**config.mk**
```make
export PLATFORM = sky130hd
export DESIGN_NAME = cp0_regfile
export DESIGN_NICKNAME = d
export VERILOG_FILES = /design/src/rtl/cp0_regfile.sv
export SDC_FILE = /design/constraint.sdc
export NUM_CORES = 1
export LEC_CHECK = 0
export CORE_UTILIZATION = 40
export CTS_CLUSTER_DIAMETER = 150
export DETAILED_ROUTE_END_ITERATION = 8
export GPL_TIMING_DRIVEN = 0
export PLACE_DENSITY = 0.8
export SYNTH_ARGS = -nofsm -noshare
export SYNTH_HDL_FRONTEND = slang
export SYNTH_SLANG_ARGS = --single-unit
```
**constraint.sdc**
```tcl
create_clock -name clk -period 3.3 [get_ports clk]
set_input_delay 0.495 -clock clk [delete_from_list [all_inputs] [get_ports clk]]
set_output_delay 0.495 -clock clk [all_outputs]
set_load 0.005 [all_outputs]
```
**src/rtl/cp0_regfile.sv**
```systemverilog
`default_nettype none
// +----------------------------------------------------------------------------+
// | cp0_regfile: MIPS CP0 registers, Count/Compare timer, exception responder |
// | Rev 1.0                                                                    |
// +----------------------------------------------------------------------------+
module cp0_regfile #(
  parameter int IRQ_W = 6
) (
  input  logic             clk,
  input  logic             rst,
  input  logic             we_i,
  input  logic [4:0]       waddr_i,
  input  logic [31:0]      wdata_i,
  input  logic [4:0]       raddr_i,
  output logic [31:0]      rdata_o,
  input  logic [IRQ_W-1:0] int_i,
  input  logic             exc_valid_i,
  input  logic [4:0]       exc_code_i,
  input  logic [31:0]      exc_pc_i,
  input  logic             exc_bd_i,
  input  logic [31:0]      exc_badaddr_i,
  input  logic             eret_i,
  output logic [31:0]      status_o,
  output logic [31:0]      cause_o,
  output logic [31:0]      epc_o,
  output logic             timer_int_o,
  output logic             int_pending_o
);

  localparam logic [4:0]  c_ADDR_BADVADDR = 5'd8;
  localparam logic [4:0]  c_ADDR_COUNT    = 5'd9;
  localparam logic [4:0]  c_ADDR_COMPARE  = 5'd11;
  localparam logic [4:0]  c_ADDR_STATUS   = 5'd12;
  localparam logic [4:0]  c_ADDR_CAUSE    = 5'd13;
  localparam logic [4:0]  c_ADDR_EPC      = 5'd14;
  localparam logic [4:0]  c_EXC_ADEL      = 5'h04;
  localparam logic [4:0]  c_EXC_ADES      = 5'h05;
  localparam logic [31:0] c_STATUS_RESET  = 32'h0040_0000;
  // IM[15:8], EXL[1], IE[0]
  localparam logic [31:0] c_STATUS_WMASK  = 32'h0000_FF03;

  logic [31:0] r_badvaddr;
  logic [31:0] r_count;
  logic [31:0] r_compare;
  logic [31:0] r_status;
  logic [31:0] r_cause;
  logic [31:0] r_epc;
  logic        r_phase;
  logic        r_timer_int;
  logic [5:0]  w_irq;

  assign w_irq = 6'(int_i);

  always_ff @(posedge clk) begin
    if (rst) begin
      r_badvaddr  <= 32'd0;
      r_count     <= 32'd0;
      r_compare   <= 32'd0;
      r_status    <= c_STATUS_RESET;
      r_cause     <= 32'd0;
      r_epc       <= 32'd0;
      r_phase     <= 1'b0;
      r_timer_int <= 1'b0;
    end else begin
      // Hardware activity first; the software write below overrides where it collides.
      r_phase <= ~r_phase;
      if (r_phase) begin
        r_count <= r_count + 32'd1;
      end
      if ((r_count == r_compare) && (r_compare != 32'd0)) begin
        r_timer_int <= 1'b1;
      end
      r_cause[15:10] <= {w_irq[5] | r_timer_int, w_irq[4:0]};

      if (exc_valid_i) begin
        if (!r_status[1]) begin
          r_epc       <= exc_bd_i ? (exc_pc_i - 32'd4) : exc_pc_i;
          r_cause[31] <= exc_bd_i;
        end
        r_status[1]  <= 1'b1;
        r_cause[6:2] <= exc_code_i;
        if ((exc_code_i == c_EXC_ADEL) || (exc_code_i == c_EXC_ADES)) begin
          r_badvaddr <= exc_badaddr_i;
        end
      end else if (eret_i) begin
        r_status[1] <= 1'b0;
      end else if (we_i) begin
        case (waddr_i)
          c_ADDR_COUNT: begin
            r_count <= wdata_i;
            r_phase <= 1'b0;
          end
          c_ADDR_COMPARE: begin
            r_compare   <= wdata_i;
            r_timer_int <= 1'b0;
          end
          c_ADDR_STATUS: r_status    <= (r_status & ~c_STATUS_WMASK) | (wdata_i & c_STATUS_WMASK);
          c_ADDR_CAUSE:  r_cause[9:8] <= wdata_i[9:8];
          c_ADDR_EPC:    r_epc       <= wdata_i;
          default: ;
        endcase
      end
    end
  end

  always_comb begin
    rdata_o = 32'd0;
    case (raddr_i)
      c_ADDR_BADVADDR: rdata_o = r_badvaddr;
      c_ADDR_COUNT:    rdata_o = r_count;
      c_ADDR_COMPARE:  rdata_o = r_compare;
      c_ADDR_STATUS:   rdata_o = r_status;
      c_ADDR_CAUSE:    rdata_o = r_cause;
      c_ADDR_EPC:      rdata_o = r_epc;
      default:         rdata_o = 32'd0;
    endcase
  end

  assign status_o      = r_status;
  assign cause_o       = r_cause;
  assign epc_o         = r_epc;
  assign timer_int_o   = r_timer_int;
  assign int_pending_o = r_status[0] & ~r_status[1] & (|(r_cause[15:8] & r_status[15:8]));

endmodule
`default_nettype wire
```
Word-level counts from Yosys, hierarchy flattened
Cells that the tools add are included.

word-level totals
  flip-flop bits (word level) = 176
  bits of input ports = 123
  output and inout port bits = 130
  logic and storage cells = 79

operators by class
  $add $sub $neg = 2
  equality and inequality tests = 16
  mux-type cells = 25
  bitwise logic cells = 9
  reduce and logical (&&, ||, !) cells = 15

operator list
  kind                     count
  $mux W32                 11
  $pmux W32 S6             1
  $eq A5 B4 Y1 const B     11
  $add A32 B1 Y32 const B  1
  $eq A32 B32 Y1           1
  $or A32 B16 Y32          1
  $reduce_bool A32 Y1      1
  $sub A32 B3 Y32 const B  1
  $reduce_and A4 Y1        4
  $mux W1                  11
  $eq A5 B3 Y1 const B     2
  $and A8 B8 Y8            1
  $reduce_or A8 Y1         1
  $reduce_and A2 Y1        3
  $reduce_bool A3 Y1       2
  $mux W2                  2
  $ne A2 B2 Y1 const B     2
  $not A1 Y1               4
  $reduce_bool A2 Y1       2
  $and A1 B1 Y1            2
  $logic_and A1 B1 Y1      1
  $logic_or A1 B1 Y1       1
  $or A1 B1 Y1             1

Logic depth before layout (Yosys ltp)
  depth in word-level cells = 7
  depth in mapped cells = 8
  gate-level depth less buffers = 7

Worst setup path before layout
Ideal clock, no wire load.

  path kind = in2out
  start = input raddr_i[2]
  end = output rdata_o[6]
  data arrival time = 1830 ps
  data required time = 2805 ps
  slack = 975 ps
  stages on the path = 5
  buffers on the path = 1
  path through = or3b_2 > nor3_1 > clkbuf_1 > a222oi_1 > nand2_1

between the ends
  longest elaborated chain between the ends = 2
  elaborated cells between the ends (all ways) = 7
  those cells by class = eq/ne (6); mux (1)

ends and longest elaborated chain
  item              RTL line  text
  from (decl)       14        input logic [4:0] raddr_i,
  $eq A5 B4 Y1      108       case (raddr_i)
  $pmux W32 S6 (*)  108
  to (decl)         15        output logic [31:0] rdata_o,

Mark *: on every way between the ends. The rest lies on a longest branch, timed or not.

Final worst setup path
  start = input raddr_i[3]
  end = output rdata_o[7]

Same word-level chain as after synthesis.

==> results.sh <==
export IMPL_drt_pass1_iter_count=6
export IMPL_required_ns=2.80
export IMPL_setup_violations=0
export IMPL_finalPower_mw=4.58
export IMPL_wire_per_inst_um=20.9
export IMPL_synth_cells=1061
export IMPL_crit_type="in2out"
export IMPL_vias=9403
export IMPL_tightestPinTransition_ns=0.959
export IMPL_hp_class="in2reg"
export IMPL_status="complete, no violations"
export IMPL_drtIter0Drc=953
export IMPL_grt_first_pass_wirelength_mm=50.6
export IMPL_place_congestion=0.969
export IMPL_slew_viol_final=0
export IMPL_final_antenna_net_count=0
export IMPL_final_area_mm2=0.0118
export IMPL_critPathCaptureType="output port"
export IMPL_start_util=0.414
export IMPL_die_area_mm2=0.0218
export IMPL_fin_crit_sh=1.00
export IMPL_whs_ns=0.396
export IMPL_drcViolationCount=0
export IMPL_boundaryPins=253
export IMPL_track_usage=0.308
export IMPL_synth_main_ff_cell="dfxtp_1"
export IMPL_yosys_cell_types_count=57
export IMPL_mappedNetlistArea_mm2=0.00848
export IMPL_h_tree_depth=4
export IMPL_min_period_ns=3.30
export IMPL_leakagePower_nw=4.25
export IMPL_synth_warning_count=0
export IMPL_finClkSkew_ns=0.00990
export IMPL_grt_antenna_before_repair=0
export IMPL_ys_top_cells_by_count="nand2_1, dfxtp_1, nor2_1, xnor2_1, a21oi_1"
export IMPL_clkTransAtPathRegs_ns=0.07
export IMPL_irDropWorstVdd_v=0.000327
export IMPL_grt_overflow=0
export IMPL_port_buffers=209
export IMPL_ys_seq_area_frac=0.364
export IMPL_worstSetupStartpointType="input port"
export IMPL_yosysMostFrequentCell="nand2_1"
export IMPL_yosysTopAreaCell="dfxtp_1"
export IMPL_die_width_um=148
export IMPL_dpl_cell_area_mm2=0.0111
export IMPL_clock_fmax_ghz=0.303
export IMPL_drive_gt1_frac=0.0928
export IMPL_synth_edf_count=0
export IMPL_ys_seq_elements=154
export IMPL_core_area_mm2=0.0205
export IMPL_cts_root_buffer="clkbuf_16"
export IMPL_vias_per_cell=5.81
export IMPL_clk_path_buf_depth=2
export IMPL_critPathMaxFanout=10
export IMPL_cts_hold_buf=0
export IMPL_hold_violations=0
export IMPL_clkLatencyLatePin_ns=0.44
export IMPL_area_delta_synth_final_pct=39.5
export IMPL_worstPathArrival_ns=2.80
export IMPL_avgSynthCellArea_um2=7.99
export IMPL_fill_cells=1803
export IMPL_cts_tree="done"
export IMPL_power_density_mw_per_mm2=387
export IMPL_async_flop_share=0
export IMPL_slew_headroom=0.359
export IMPL_routed_wl_mm=33.8
export IMPL_maxCapViolations=0
export IMPL_grt_max_degree=17
export IMPL_die_h_um=148
export IMPL_num_rows=52
export IMPL_grt_pass1_vias=8769
export IMPL_netlist_area_leader_share=0.364
export IMPL_postLayoutCoreUtil=0.577
export IMPL_place_hpwl_mm=26.2
export IMPL_synthTopCellsByArea="dfxtp_1, xnor2_1, nand2_1"
export IMPL_clock_sinks=154
export IMPL_layout_nets=1459
export IMPL_cts_made_buffers=17
## cell type report
class / count / area, um^2 / area share
Antenna cell: 1 / 2.50 / 0.000212
Buffer: 119 / 667 / 0.0564
Inverter: 8 / 30.0 / 0.00254
Clock buffer: 18 / 439 / 0.0371
Tap cell: 270 / 338 / 0.0286
Multi-Input combinational cell: 818 / 4950 / 0.419
Sequential cell: 154 / 3080 / 0.261
Clock inverter: 14 / 161 / 0.0136
Timing Repair Buffer: 216 / 2150 / 0.182
## logic make-up (layout without fill, tap and decap cells)
kind of cell,count (synthesis),in the layout,share of synthesized area
DFF,154,154,0.364
and+or+nand+nor,420,420,0.243
adders and majority gates,2,2,0.00295
other,2,41,0.000886
buffers and inverters,127,375,0.0750
muxes,27,27,0.0319
AOI/OAI and AO/OA,239,239,0.189
xor gates and xnor gates,90,90,0.0930
## where the power goes
| group | switching, mW | internal, mW |
|---|---|---|
| sequential | 0.0685 | 1.91 |
| combinational | 0.285 | 0.319 |
| clock | 0.851 | 1.15 |
| total | 1.20 | 3.38 |
## layer usage
layer	track usage	vias up	wire length [um]
li1	-	4278	-
met1	0.402	4374	13100
met2	0.483	648	15400
met3	0.0627	103	3920
met4	0.151	0	1430
met5	0	-	0
## flip-flops by register name, indices dropped and copies added (netlist names)
name and count:
epc_o 32, cause_o 14, r_badvaddr 32, status_o 10, r_count 32, r_compare 32, r_phase 1, timer_int_o 1
## metrics by stage
step / std cells / TNS [ns] / worst slack [ns]
final: 1618 / 0 / 0.00105
after CTS: 1615 / 0 / 0.00508
after global routing: 1617 / -0.344 / -0.0386
after global placement: 1578 / -37.59 / -0.775
after detailed placement: 1579 / -19.63 / -0.773
after floorplan: 1099 / 0 / 0.975
## final timing paths
| kind | start | to | slack, ns | depth (start not counted) |
|---|---|---|---|---|
| setup / recovery | raddr_i[3] | rdata_o[7] | 0.001 | 7 |
| hold / removal | exc_bd_i | cause_o[31] | 0.40 | 3 |
| setup reg to reg | r_count[0] | r_count[24] | 1.01 | 7 |
| hold reg to reg | r_badvaddr[5] | r_badvaddr[5] | 0.46 | 2 |
## cell usage in the layout (no fill, tap or decap), types with 6 or more instances in the layout
master and n:
o22ai_1 12, nor3b_1 10, nor2_1 78, buf_2 7
dfxtp_1 154, o21ai_0 6, clkdlybuf4s50_1 207, a211oi_1 36
clkbuf_1 58, nor2b_1 6, nor3_1 16, a21oi_1 80
a222oi_1 9, buf_4 46, xnor2_1 81, nand2_1 185
nor4_1 27, conb_1 40, a22oi_1 64, nand4_1 18
clkbuf_16 17, a31oi_1 6, and4_1 7, nand3_1 23
inv_1 8, mux2i_1 27, clkbuf_4 7, xor2_1 9
## repair_timing
item	CTS	global route
setup endpoints to repair	32	28
resized for setup	33	10
setup buffers	3	2
pin swaps	1	3
gates cloned	1	0
## worst max-delay path, stage by stage
cell	delay (ns)
clkdlybuf4s50_1	0.49
or3b_4	0.46
nor2_2	0.26
clkbuf_2	0.35
a22oi_1	0.11
nand2_1	0.12
clkdlybuf4s50_1	0.52
Power figures use the tool's default switching activity.
